File: src/rtl/instr_queue_mt_pkg.sv
// instr_queue_mt_pkg: shared widths and the fetch entry type for the
// multi-thread instruction queue and its consumers (decode).
// XLEN / INSTR_WIDTH default to 32 unless the build defines them.
`ifndef XLEN
`define XLEN 32
`endif
`ifndef INSTR_WIDTH
`define INSTR_WIDTH 32
`endif

package instr_queue_mt_pkg;

    localparam int IQ_NUM_THREADS = 4;
    localparam int IQ_DEPTH       = 4;
    localparam int THREAD_WIDTH   = $clog2(IQ_NUM_THREADS);
    localparam int XLEN           = `XLEN;
    localparam int INSTR_WIDTH    = `INSTR_WIDTH;

    // One fetched instruction as seen by decode.
    typedef struct packed {
        logic [THREAD_WIDTH-1:0] tid;
        logic [XLEN-1:0]         pc;
        logic [INSTR_WIDTH-1:0]  instr;
    } iq_entry_t;

endpackage

File: src/rtl/instr_queue_mt_rr_arbiter.sv
// instr_queue_mt_rr_arbiter: round-robin grant over a request vector.
// Grants the first requester strictly after the last-served thread,
// wrapping modulo NUM_THREADS. Last-served resets to NUM_THREADS-1 so
// thread 0 wins first.
module instr_queue_mt_rr_arbiter #(
    parameter int NUM_THREADS = 4,
    localparam int TW = $clog2(NUM_THREADS)
) (
    input  logic                   clk,
    input  logic                   rst,
    input  logic [NUM_THREADS-1:0] i_req,
    input  logic                   i_upd,
    input  logic [TW-1:0]          i_upd_tid,
    output logic                   o_grant_valid,
    output logic [TW-1:0]          o_grant
);

    logic [TW-1:0] r_last;
    logic [TW-1:0] w_idx;
    logic [TW-1:0] w_grant;
    logic          w_found;

    // Scan from last+1 upward; offset NUM_THREADS wraps back to last itself.
    always_comb begin
        w_idx   = '0;
        w_grant = '0;
        w_found = 1'b0;
        for (int off = 1; off <= NUM_THREADS; off++) begin
            w_idx = r_last + TW'(off);
            if (!w_found && i_req[w_idx]) begin
                w_grant = w_idx;
                w_found = 1'b1;
            end
        end
    end

    assign o_grant_valid = w_found;
    assign o_grant       = w_grant;

    // Last-served register, loaded whenever an entry is consumed.
    always_ff @(posedge clk or negedge rst) begin
        if (!rst) begin
            r_last <= TW'(NUM_THREADS - 1);
        end else if (i_upd) begin
            r_last <= i_upd_tid;
        end
    end

endmodule

File: src/rtl/instr_queue_mt.sv
// instr_queue_mt: per-thread circular instruction queues feeding decode
// through a round-robin arbiter, with per-thread flush.
// Handshakes: a write is taken on wr_valid_i && wr_ready_o; an entry is
// consumed on rd_valid_o && rd_ack_i. Flush of a thread overrides both.
// Optional macro IQ_BYPASS_EN: when all queues are empty, a valid,
// non-flushed write is presented to decode in the same cycle.
module instr_queue_mt
    import instr_queue_mt_pkg::*;
#(
    parameter int NUM_THREADS = IQ_NUM_THREADS,
    parameter int DEPTH       = IQ_DEPTH,
    parameter int XLEN        = instr_queue_mt_pkg::XLEN,
    parameter int INSTR_WIDTH = instr_queue_mt_pkg::INSTR_WIDTH,
    localparam int TW = $clog2(NUM_THREADS)
) (
    input  logic                   clk,
    input  logic                   rst,
    input  logic                   wr_valid_i,
    output logic                   wr_ready_o,
    input  logic [TW-1:0]          wr_tid_i,
    input  logic [XLEN-1:0]        wr_pc_i,
    input  logic [INSTR_WIDTH-1:0] wr_instr_i,
    input  logic [NUM_THREADS-1:0] flush_i,
    output logic [NUM_THREADS-1:0] full_o,
    output logic                   rd_valid_o,
    input  logic                   rd_ack_i,
    output logic [TW-1:0]          rd_tid_o,
    output logic [XLEN-1:0]        rd_pc_o,
    output logic [INSTR_WIDTH-1:0] rd_instr_o
);

    localparam int AW = $clog2(DEPTH);
    localparam int PW = AW + 1;   // MSB is the wrap bit

    logic [PW-1:0]          r_wptr  [NUM_THREADS];
    logic [PW-1:0]          r_rptr  [NUM_THREADS];
    logic [XLEN-1:0]        r_pc    [NUM_THREADS][DEPTH];
    logic [INSTR_WIDTH-1:0] r_instr [NUM_THREADS][DEPTH];

    logic [NUM_THREADS-1:0] w_empty;
    logic [NUM_THREADS-1:0] w_full;
    logic [NUM_THREADS-1:0] w_elig;
    logic                   w_q_valid;
    logic [TW-1:0]          w_grant;
    logic                   w_byp;
    logic                   w_wr_fire;
    logic                   w_rd_fire;
    logic                   w_upd;
    logic [TW-1:0]          w_upd_tid;

    // Per-thread empty/full from pointer comparison; flush masks eligibility.
    always_comb begin
        w_empty = '0;
        w_full  = '0;
        for (int t = 0; t < NUM_THREADS; t++) begin
            w_empty[t] = (r_wptr[t] == r_rptr[t]);
            w_full[t]  = (r_wptr[t][AW-1:0] == r_rptr[t][AW-1:0]) &&
                         (r_wptr[t][PW-1] != r_rptr[t][PW-1]);
        end
        w_elig = ~w_empty & ~flush_i;
    end

    assign full_o     = w_full;
    assign wr_ready_o = !w_full[wr_tid_i];

    instr_queue_mt_rr_arbiter #(
        .NUM_THREADS (NUM_THREADS)
    ) u_arb (
        .clk           (clk),
        .rst           (rst),
        .i_req         (w_elig),
        .i_upd         (w_upd),
        .i_upd_tid     (w_upd_tid),
        .o_grant_valid (w_q_valid),
        .o_grant       (w_grant)
    );

`ifdef IQ_BYPASS_EN
    assign w_byp = (&w_empty) && wr_valid_i && !flush_i[wr_tid_i];
`else
    assign w_byp = 1'b0;
`endif

    // A bypassed entry that decode takes this cycle is never stored.
    assign w_wr_fire = wr_valid_i && wr_ready_o && !flush_i[wr_tid_i] &&
                       !(w_byp && rd_ack_i);
    assign w_rd_fire = w_q_valid && rd_ack_i;
    assign w_upd     = rd_valid_o && rd_ack_i;
    assign w_upd_tid = w_byp ? wr_tid_i : w_grant;

    // Read-side mux: queue head of the granted thread, bypass, or zeros.
    always_comb begin
        rd_valid_o = 1'b0;
        rd_tid_o   = '0;
        rd_pc_o    = '0;
        rd_instr_o = '0;
        if (w_q_valid) begin
            rd_valid_o = 1'b1;
            rd_tid_o   = w_grant;
            rd_pc_o    = r_pc[w_grant][r_rptr[w_grant][AW-1:0]];
            rd_instr_o = r_instr[w_grant][r_rptr[w_grant][AW-1:0]];
        end else if (w_byp) begin
            rd_valid_o = 1'b1;
            rd_tid_o   = wr_tid_i;
            rd_pc_o    = wr_pc_i;
            rd_instr_o = wr_instr_i;
        end
    end

    // Pointer update; flush collapses the thread and wins over read/write.
    always_ff @(posedge clk or negedge rst) begin
        if (!rst) begin
            for (int t = 0; t < NUM_THREADS; t++) begin
                r_wptr[t] <= '0;
                r_rptr[t] <= '0;
            end
        end else begin
            for (int t = 0; t < NUM_THREADS; t++) begin
                if (flush_i[t]) begin
                    r_rptr[t] <= r_wptr[t];
                end else begin
                    if (w_wr_fire && (wr_tid_i == TW'(t))) begin
                        r_wptr[t] <= r_wptr[t] + PW'(1);
                    end
                    if (w_rd_fire && (w_grant == TW'(t))) begin
                        r_rptr[t] <= r_rptr[t] + PW'(1);
                    end
                end
            end
        end
    end

    // Entry storage; contents are only meaningful between the pointers.
    always_ff @(posedge clk) begin
        if (w_wr_fire) begin
            r_pc[wr_tid_i][r_wptr[wr_tid_i][AW-1:0]]    <= wr_pc_i;
            r_instr[wr_tid_i][r_wptr[wr_tid_i][AW-1:0]] <= wr_instr_i;
        end
    end

endmodule
File: config.mk
export PLATFORM = sky130hd
export DESIGN_NAME = instr_queue_mt
export DESIGN_NICKNAME = d
export VERILOG_FILES = /design/src/rtl/instr_queue_mt_pkg.sv /design/src/rtl/instr_queue_mt_rr_arbiter.sv /design/src/rtl/instr_queue_mt.sv
export SDC_FILE = /design/constraint.sdc
export NUM_CORES = 1
export LEC_CHECK = 0
export ABC_AREA = 1
export CAP_MARGIN = 20
export CORE_MARGIN = 2
export CORE_UTILIZATION = 60
export CTS_BUF_LIST = sky130_fd_sc_hd__clkbuf_4 sky130_fd_sc_hd__clkbuf_8
export DETAILED_ROUTE_END_ITERATION = 16
export GPL_TIMING_DRIVEN = 0
export PLACE_DENSITY = 0.82
export SLEW_MARGIN = 0
export SYNTH_ARGS = -nofsm -noshare
export SYNTH_HDL_FRONTEND = slang
export SYNTH_HIERARCHICAL = 1
export SYNTH_SLANG_ARGS = --single-unit
File: constraint.sdc
create_clock -name clk -period 8.16 [get_ports clk]
set_input_delay 1.224 -clock clk [delete_from_list [all_inputs] [get_ports clk]]
set_output_delay 1.224 -clock clk [all_outputs]
set_load 0.02 [all_outputs]
# [Yosys cells after proc, flatten, opt, wreduce, memory -nomap -nowiden]
# Memories as Yosys holds them, arrays and structs flattened.
# Cells that the tools add are included.
[classes] addsub=11 n_lt_le_gt_ge=10 eq_ne=18 n_mux=48 bitwise_logic=11 n_reduce_logical=35
[ops] operator="2-to-1 mux 32 bit" count=7
[ops] operator="binary-select mux 32 bit (select 2 bit)" count=2
[ops] operator="2-to-1 mux 128 bit" count=1
[ops] operator="demux 32 bit (select 2 bit)" count=1
[ops] operator="adder 3 x 1 -> 3 bit, second input constant" count=8
[ops] operator="2-to-1 mux 3 bit" count=8
[ops] operator="logical AND 1 bit" count=20
[ops] operator="2-to-1 mux 2 bit" count=9
[ops] operator="less-than comparator 2 x 3 -> 1 bit, second input constant" count=5
[ops] operator="binary-select mux 1 bit (select 2 bit)" count=6
[ops] operator="binary-select mux 3 bit (select 2 bit)" count=2
[ops] operator="== test 3 bit" count=4
[ops] operator=">= comparator 3 bit, second input constant" count=4
[ops] operator="2-to-1 mux 1 bit" count=12
[ops] operator="inverter 2 -> 3 bit" count=4
[ops] operator="== test 2 bit" count=4
[ops] operator="== test 2 bit, second input constant" count=4
[ops] operator="inverter 4 bit" count=2
[ops] operator="AND reduction 2 bit" count=4
[ops] operator="nonzero test 2 bit" count=4
[ops] operator="logical NOT 1 bit" count=5
[ops] operator="adder 2 bit, second input constant" count=2
[ops] operator="bitwise AND 4 bit" count=1
[ops] operator="== test 2 x 1 -> 1 bit, second input constant" count=2
[ops] operator="5 further kinds" count=12
[totals] ff_bits=26 ram_bits=1024 in_bits=74 out_inout_bits=72 word_cells=144 mem_count=2
[memory_table] memory="r_instr" depth=4 width=128 rd=1 rd_ports_with_merged_regs=0 wr=1 line="instr_queue_mt.sv:38" text="logic [INSTR_WIDTH-1:0] r_instr [NUM_THREADS][DEPTH];"
[memory_table] memory="r_pc" depth=4 width=128 rd=1 rd_ports_with_merged_regs=0 wr=1 line="instr_queue_mt.sv:37" text="logic [XLEN-1:0] r_pc [NUM_THREADS][DEPTH];"

# [Depth between registers and ports, before layout]
# Gate-level depths: netlist (run 1).
[logic_depth] ltp_word=24 depth_mapped=24 ltp_nobuf=21

# [Cells and area by module]
# Netlist (run 1), hierarchy kept.
[by_module_without_submodules] module="instr_queue_mt" instances=1 cells_each=3597 area_per_inst_um2=41723.8 seq_area_each_um2=31350.1
[by_module_without_submodules] module="instr_queue_mt_rr_arbiter" instances=1 cells_each=55 area_per_inst_um2=369.1 seq_area_each_um2=52.6

# [Worst setup path after synthesis (run 1)]
# Ideal clock, no wire load.
[synth_path] kind="input -> register" start="input port wr_tid_i[1]" end="memory r_instr[2][100] (netlist bit), enable pin" setup_ps=565 t_arrival_ps=6442 required_ps=7595 path_slack_ps=1153 stages=7 path_buffers=0 cell_sequence="inv_1 > nor2_1 > inv_1 > nor2_1 > nor3_2 > nand2_1 > nor3_1"
[synth_via] elab_chain_len=10 word_cells_on_any_way=20 classes_between="2 x order compare; 11 x mux; 2 x bitwise; 5 x reduce/logical"
[synth_rtl] element="from (decl)" line="instr_queue_mt.sv:20" text="input logic [TW-1:0] wr_tid_i,"
[synth_rtl] element="inverter 2 -> 3 bit (implied by the code)" line="instr_queue_mt.sv:137" text="r_instr[wr_tid_i][r_wptr[wr_tid_i][AW-1:0]] <= wr_instr_i;"
[synth_rtl] element="binary-select mux 3 bit (select 2 bit)" line="instr_queue_mt.sv:137"
[synth_rtl] element="2-to-1 mux 2 bit (implied by the code) (2 in series)" line="instr_queue_mt.sv:137"
[synth_rtl] element="inverter 2 -> 3 bit (implied by the code)" line="instr_queue_mt.sv:137"
[synth_rtl] element=">= comparator 3 bit (implied by the code) or less-than comparator 3 x 1 -> 1 bit (tied branches)" line="instr_queue_mt.sv:137"
[synth_rtl] element="logical AND 1 bit (implied by the code)" line="instr_queue_mt.sv:137"
[synth_rtl] element="2-to-1 mux 32 bit (implied by the code)" line="instr_queue_mt.sv:137"
[synth_rtl] element="demux 32 bit (select 2 bit)" line="instr_queue_mt.sv:137"
[synth_rtl] element="2-to-1 mux 128 bit (implied by the code)" line="instr_queue_mt.sv:137"
[synth_rtl] element="to (decl)" line="instr_queue_mt.sv:38"
# Parallel ways exist; a longest one is shown, timed or not. The select of a mux whose other input is x is not followed.

# [Worst setup path after layout (run 1)]
[layout_path] start="input port flush_i[0]" end="output port rd_pc_o[0]"
[layout_via] elab_chain_len=23 word_cells_on_any_way=34 classes_between="23 x mux; 4 x bitwise; 6 x reduce/logical; 1 x memory"
[layout_rtl] element="from (decl)" line="instr_queue_mt.sv:23" text="input logic [NUM_THREADS-1:0] flush_i,"
[layout_rtl] element="inverter 4 bit (*)" line="instr_queue_mt.sv:60" text="w_elig = ~w_empty & ~flush_i;"
[layout_rtl] element="bitwise AND 4 bit (*)" line="instr_queue_mt.sv:60"
[layout_rtl] element="named net w_elig[0]" line="instr_queue_mt.sv:42" text="logic [NUM_THREADS-1:0] w_elig;"
[layout_rtl] element="binary-select mux 1 bit (select 2 bit)" line="instr_queue_mt_rr_arbiter.sv:30" text="if (!w_found && i_req[w_idx]) begin"
[layout_rtl] element="2-to-1 mux 1 bit (implied by the code)" line="instr_queue_mt_rr_arbiter.sv:30"
[layout_rtl] element="2-to-1 mux 1 bit" line="instr_queue_mt_rr_arbiter.sv:30"
[layout_rtl] element="logical NOT 1 bit" line="instr_queue_mt_rr_arbiter.sv:30"
[layout_rtl] element="logical AND 1 bit" line="instr_queue_mt_rr_arbiter.sv:30"
[layout_rtl] element="[... 7 more ...]"
[layout_rtl] element="named net w_grant[0]" line="instr_queue_mt.sv:44" text="logic [TW-1:0] w_grant;"
[layout_rtl] element="inverter 2 -> 3 bit (implied by the code)" line="instr_queue_mt.sv:100" text="rd_pc_o = r_pc[w_grant][r_rptr[w_grant][AW-1:0]];"
[layout_rtl] element="binary-select mux 3 bit (select 2 bit)" line="instr_queue_mt.sv:100"
[layout_rtl] element="2-to-1 mux 2 bit (implied by the code) (2 in series)" line="instr_queue_mt.sv:100"
[layout_rtl] element="inverter 2 -> 3 bit (implied by the code)" line="instr_queue_mt.sv:100"
[layout_rtl] element="binary-select mux 32 bit (select 2 bit) (*)" line="instr_queue_mt.sv:100"
[layout_rtl] element="2-to-1 mux 32 bit (implied by the code) (*) (2 in series)" line="instr_queue_mt.sv:100"
[layout_rtl] element="2-to-1 mux 32 bit (*)" line="instr_queue_mt.sv:97" text="if (w_q_valid) begin"
[layout_rtl] element="to (decl)" line="instr_queue_mt.sv:28" text="output logic [XLEN-1:0] rd_pc_o,"
# The timed path passes the listed nets; every way through them passes the cells marked *. The select of a mux whose other input is x is not followed.

==> summary.md, run 1 <==
| Metric | Value |
|---|---|
| Register clock-pin slew on the reported worst setup and hold paths | `0.06 ns` |
| Unrepaired setup endpoints after global routing | `false` |
| Vias in the first global route | `28200` |
| Fin crit period | `7.60 ns` |
| Internal reg-to-reg setup slack | `4.40 ns` |
| Number of enable-type register cells in the synthesized netlist | `1024` |
| Top cell type by total area after synthesis | `edfxtp_1` |
| Cell count after synthesis | `3652` |
| Core area | `69800 sq um` |
| Layout cell share with drive strength beyond 1 | `0.111` |
| Post-detailed-route via-to-cell ratio | `5.88` |
| Max Fanout on Critical Path | `10` |
| Effective utilization at floorplan | `0.603` |
| Layout Skew | `0.0507 ns` |
| Most common cell type on the critical path | `nand2_1` |
| WP data required | `6.94 ns` |
| Ratio of final minimum period to clock period | `0.931` |
| Flop and latch count out of synthesis | `1050` |
| Transition time at the pin with the least slew margin | `1.01 ns` |
| Residual DRC count | `0` |
| Post-Route Hold Slack | `0.572 ns` |
| Max_slew headroom | `0.322` |
| Number of core rows | `97` |
| Clock buffer count from CTS | `159` |
| Async set-reset flop share out of synthesis | `0.0248` |
| Worst setup path category | `in2out` |
| First-pass iteration count of the detailed router | `6` |
| Post-DP HPWL | `72.8 mm` |
| Clock tree from TritonCTS | `yes` |
| Critical Path Sink Type | `primary output` |
| Most used flip-flop cell after synthesis | `edfxtp_1` |
| Hold crit path type | `reg2reg` |
| Drt first-iter violations | `4138` |
| Fin Setup TNS | `0 ns` |
| Max incr delay on CP | `0.78 ns` |
| Slowest cell on crit path | `clkbuf_1` |
| Slew Limit Fails | `0` |
| Synth top area cells | `edfxtp_1 (73%), nand2_1 (15%), nand3_1 (2.3%)` |
| Total Die Area | `72300 sq um` |
| Peak Freq | `132 MHz` |
| Most frequent cell after synthesis | `nand2_1` |
| Maximum level of the CTS H-tree | `4` |
| Routed wire length | `114 mm` |
| Cts hold-fix bufs | `0` |
| Clock Sink Count | `1050` |
| IO buf count | `145` |
| Height of the die | `269 um` |
| Fin. Hold Viols | `0` |
| Aggregate global-route resource usage | `0.315` |
| Congestion Overflow GR | `0` |
| Insertion delay to the later sink of the worst-skew pair | `0.86 ns` |
| Yosys warnings | `6` |
| Per-cell routed wire length | `22.5 um` |
| Die width | `269 um` |
| Routed via count | `29800` |
| Setup-failing EPs final | `0` |
| Arrival time of data at the critical path endpoint | `6.37 ns` |
| Max-cap viol count | `0` |
| Antenna violations before repair | `2` |
| Global placer's final weighted congestion | `0.863` |
| Maximum number of pins on one net before global-route repair | `28` |
| Worst-case clock buffer depth | `3` |
| Count of cell types in the netlist | `39` |
| Share of synthesized area occupied by flip-flops and latches | `0.746` |
| Count of pins on the block boundary | `146` |
| Cells traversed along the worst timing path | `clkdlybuf4s50_1, inv_1, o21ai_0, inv_1, nand2_1, nand2_2, inv_1, nand2_1, nand2_2, nand3b_1, nand3_1, nor2_2, clkbuf_1, buf_2, nand2_1, nand2_1, nor2_1, nand2_1, nand3_1, a21oi_1, clkdlybuf4s50_1` |
| Setup repair bufs after CTS | `0` |
| Wire length of the first global-routing pass | `165 mm` |
| Cells resized by post-CTS repair | `0` |
| CP Launch Type | `primary input` |
| Synthesized Nets | `3734` |
| Synth-to-Final Area Change | `15.9%` |
| Total Nets Final | `4088` |
| Netlist area before placement | `42100 sq um` |
| Outcome | `finished clean` |
| Clk root buf | `clkbuf_8` |
| Number of fill cells in the layout | `4376` |
| Commonest cells post-synth | `nand2_1 (1738), edfxtp_1 (1024), nor2_1 (239)` |
| Share of the synthesized area in the top cell type | `0.731` |
| Residual antenna-violating net count after detailed routing | `0` |
| Average instance area after synthesis | `11.5 sq um` |
## cell type report
| type | count | area (sq um) | area share |
|---|---|---|---|
| Antenna cell | 1 | 2.50 | 0.0000513 |
| Buffer | 164 | 786 | 0.0161 |
| Clock buffer | 204 | 2540 | 0.0521 |
| Clock inverter | 80 | 526 | 0.0108 |
| Inverter | 46 | 180 | 0.00369 |
| Multi-Input combinational cell | 2392 | 9840 | 0.202 |
| Sequential cell | 1050 | 31400 | 0.644 |
| Tap cell | 940 | 1180 | 0.0241 |
| Timing Repair Buffer | 193 | 2320 | 0.0476 |
## registers in the layout, summed over array words and instances (netlist names)
signal,count
r_rptr,12
r_instr,512
u_arb/r_last,2
r_wptr,12
r_pc,512
## kinds of logic after synthesis
kind of cell    synth area share
compound gates            0.0205
xor+xnor                 0.00208
fa+ha+maj                0.00238
buf+inv                   0.0229
flops                      0.746
simple gates               0.206
## final timing paths
check,from,cells after the start,end
min in group asynchronous,rst,1,r_wptr[0]
worst max-delay path,flush_i[0],21,rd_pc_o[0]
max in group asynchronous,rst,2,u_arb/r_last[0]
worst max register to register,r_rptr[9],17,r_rptr[8]
worst min register to register,r_wptr[3],2,r_wptr[3]
worst min-delay path,r_wptr[3],2,r_wptr[3]
## layer usage
layer	routed length [um]	track usage	share of wire
met1	38600	0.388	0.34
met2	54700	0.516	0.48
met3	14500	0.0736	0.13
met4	6390	0.181	0.056
met5	28	0	0.00025
## placed cells by master, fill, tap and decap left out, types with 4 or more instances in the layout
cell type,count
nand4_1,19
nor2_1,225
clkbuf_8,161
buf_16,6
o21ai_0,19
o22ai_1,8
buf_2,126
inv_1,42
nand2_1,1738
buf_1,6
buf_12,27
nand2_2,9
nand3_1,190
xor2_1,6
dfrtp_1,24
inv_6,5
inv_8,4
buf_6,13
ha_1,8
clkinv_2,15
clkbuf_4,43
clkbuf_1,29
nand2_4,5
xnor2_1,4
edfxtp_1,1024
bufinv_16,4
clkdlybuf4s50_1,145
nor2_4,15
clkinv_1,46
a21oi_1,125
## critical path, delay by kind of cell
| kind | cells | cell delay, ns |
|---|---|---|
| and+or+nand+nor | 12 | 1.49 |
| buffers and inverters | 7 | 2.97 |
| AOI/OAI and AO/OA | 2 | 0.65 |
## stage by stage
stage | utilization | setup WS, ns | instances | area (sq um)
4_1_cts | 0.699 | 0.827 | 5069 | 48800
5_1_grt | 0.699 | 0.595 | 5069 | 48800
2_1_floorplan | - | 1.15 | 3652 | 42100
6_report | 0.699 | 0.563 | 5070 | 48800
3_3_place_gp | 0.641 | -3.96 | 4737 | 44700
3_5_place_dp | 0.655 | 0.897 | 4785 | 45700
Power of run 1 is not shown: default switching activity piles up to over one toggle a cycle in this logic, so the estimate is an artifact.
==> run 2: changes to the inputs <==
--- a/config.mk
+++ b/config.mk
@@ -12,7 +12,9 @@
 export CTS_BUF_LIST = sky130_fd_sc_hd__clkbuf_4 sky130_fd_sc_hd__clkbuf_8
 export DETAILED_ROUTE_END_ITERATION = 16
 export GPL_TIMING_DRIVEN = 0
-export PLACE_DENSITY = 0.82
+export HOLD_SLACK_MARGIN = 0.06
+export PLACE_DENSITY_LB_ADDON = 0.3
+export SKIP_CTS_REPAIR_TIMING = 1
 export SLEW_MARGIN = 0
 export SYNTH_ARGS = -nofsm -noshare
 export SYNTH_HDL_FRONTEND = slang
==> run 2 against run 1 <==
Critical path depth stayed put; sequential share of layout area barely moved; count of clock-buffer cells in the layout up 9; worst setup slack got worse by 0.12 ns; cell count grew 0.14%; die area stayed put; final area about the same; global-route usage shrank 0.37 points; critical path type unchanged; critical endpoint unchanged.
==> summary.md, run 2 (synthesized netlist as in run 1, its figures left out) <==
| Metric | Value |
|---|---|
| Routed wire length | `112 mm` |
| IO buf count | `145` |
| Clock Sink Count | `1050` |
| Post-detailed-route via-to-cell ratio | `5.65` |
| Path depth of the worst reg2reg path | `19` |
| Fin. Hold Viols | `0` |
| Max incr delay on CP | `0.85 ns` |
| Most common cell type on the critical path | `nand2_1` |
| Worst r2r dst | `r_rptr[8]` |
| Post-DP HPWL | `72.8 mm` |
| Max_slew headroom | `0.287` |
| Global placer's final weighted congestion | `0.878` |
| Total area of multi-input combinational cells | `9840 sq um` |
| Slowest cell on crit path | `clkbuf_1` |
| Die width | `269 um` |
| Critical R2R Launch | `r_wptr[6]` |
| Clock tree from TritonCTS | `yes` |
| Internal reg-to-reg setup slack | `4.47 ns` |
| Setup-failing EPs final | `0` |
| Count of pins on the block boundary | `146` |
| Register clock-pin slew on the reported worst setup and hold paths | `0.06 ns` |
| Met1 Wirelength | `40.9 mm` |
| Drt first-iter violations | `3854` |
| First-pass iteration count of the detailed router | `9` |
| Max layer used | `met5` |
| Total Die Area | `72300 sq um` |
| Outcome | `finished clean` |
| Fin crit period | `7.72 ns` |
| Placed Area | `45700 sq um` |
| Peak Freq | `130 MHz` |
| Register Area | `31400 sq um` |
| Total Nets Final | `4091` |
| Worst setup path category | `in2out` |
| Number of fill cells in the layout | `4668` |
| Synth-to-Final Area Change | `15.9%` |
| Most used cells in the layout excluding fill and tap cells | `nand2_1 (1738), edfxtp_1 (1024), nor2_1 (225)` |
| Clock buffer count from CTS | `161` |
| Transition time at the pin with the least slew margin | `1.07 ns` |
| Insertion delay to the later sink of the worst-skew pair | `0.82 ns` |
| Number of instances on the worst hold path | `2` |
| Hold crit path type | `reg2reg` |
| Ratio of final minimum period to clock period | `0.946` |
| Residual antenna-violating net count after detailed routing | `0` |
| Arrival time of data at the critical path endpoint | `6.49 ns` |
| CP Launch Type | `primary input` |
| Layout cell share with drive strength beyond 1 | `0.112` |
| Effective utilization at floorplan | `0.603` |
| Final cell count without fillers | `5077` |
| Total length of routed met2 wires | `53.9 mm` |
| Number of core rows | `97` |
| Max Fanout on Critical Path | `10` |
| Aggregate global-route resource usage | `0.312` |
| Height of the die | `269 um` |
| CP bufs+invs | `7` |
| Vias in the first global route | `27300` |
| Residual DRC count | `0` |
| Congestion Overflow GR | `0` |
| Critical Path Sink Type | `primary output` |
| Number of placed instances with taps included | `4786` |
| WP data required | `6.94 ns` |
| Core area | `69800 sq um` |
| Worst hold endpoint | `r_wptr[10]` |
| Worst-case clock buffer depth | `3` |
| Max-cap viol count | `0` |
| Startpoint of the most critical hold path | `r_wptr[10]` |
| Dominant delay contributor by cell family on the critical path | `buffers and inverters` |
| Clk root buf | `clkbuf_8` |
| Maximum level of the CTS H-tree | `4` |
| Commonest non-fill, non-tap cell in the layout | `nand2_1` |
| Wire length of the first global-routing pass | `163 mm` |
| Slew Limit Fails | `0` |
| Layout Skew | `0.0243 ns` |
| Maximum number of pins on one net before global-route repair | `28` |
| Post-route cell area | `48800 sq um` |
| Cells traversed along the worst timing path | `clkdlybuf4s50_1, inv_1, o21ai_0, inv_1, nand2_2, nand2_2, inv_1, nand2_1, nand2_2, nand3b_1, nand3_1, nor2_2, clkbuf_1, buf_2, nand2_1, nand2_1, nor2_1, nand2_1, nand3_1, a21oi_1, clkdlybuf4s50_1` |
| Per-cell routed wire length | `22.0 um` |
| Total met3 wirelength after detailed routing | `12.1 mm` |
| Unrepaired setup endpoints after global routing | `false` |
| Routed via count | `28700` |
| Antenna violations before repair | `6` |
==> run 2: worst max-delay path by stage <==
stage	from	endpoint	slack [ns]	cells after the start
floorplan	wr_tid_i[1]	r_instr[2][100]	1.15	7
global placement	wr_tid_i[1]	r_instr[2][76]	-4.23	10
detailed placement	flush_i[1]	rd_pc_o[0]	0.67	21
CTS	flush_i[1]	rd_pc_o[0]	0.65	21
global route	flush_i[1]	rd_pc_o[31]	0.33	21
finish	flush_i[1]	rd_pc_o[0]	0.44	21
==> run 2: per-stage QoR <==
step                 TNS, ns  setup slack (ns)  hold slack [ns]   util
floorplan                  0              1.15            0.488      -
global placement    -1267.53             -4.23            0.515  0.641
detailed placement         0             0.674            0.529  0.656
CTS                        0             0.646            0.545  0.699
global route               0             0.333            0.575  0.699
finish                     0             0.441            0.551  0.699
==> run 2: area by class of cell <==
| type | count | share of cell area |
|---|---|---|
| flip-flops and latches | 1050 | 0.644 |
| well taps | 940 | 0.0241 |
| diodes | 1 | 0.0000513 |
| multi-input cells | 2392 | 0.202 |
| clock buffers | 213 | 0.0541 |
| clock inverters | 77 | 0.00810 |
| inverters | 46 | 0.00369 |
| repair buffers | 194 | 0.0485 |
| plain buffers | 164 | 0.0161 |
==> run 2: routing by layer <==
metal,GRT usage,vias up
met5,0,-
met4,0.140,10
met3,0.0710,310
met2,0.513,1809
met1,0.398,13500
li1,-,13100
==> run 2: tightest hold or removal path, cell delays in order (launching register included) <==
cell and delay (ns):
dfrtp_1 0.39, nand2_1 0.08, nand2_1 0.05
Power of run 2 is left out for the same reason.
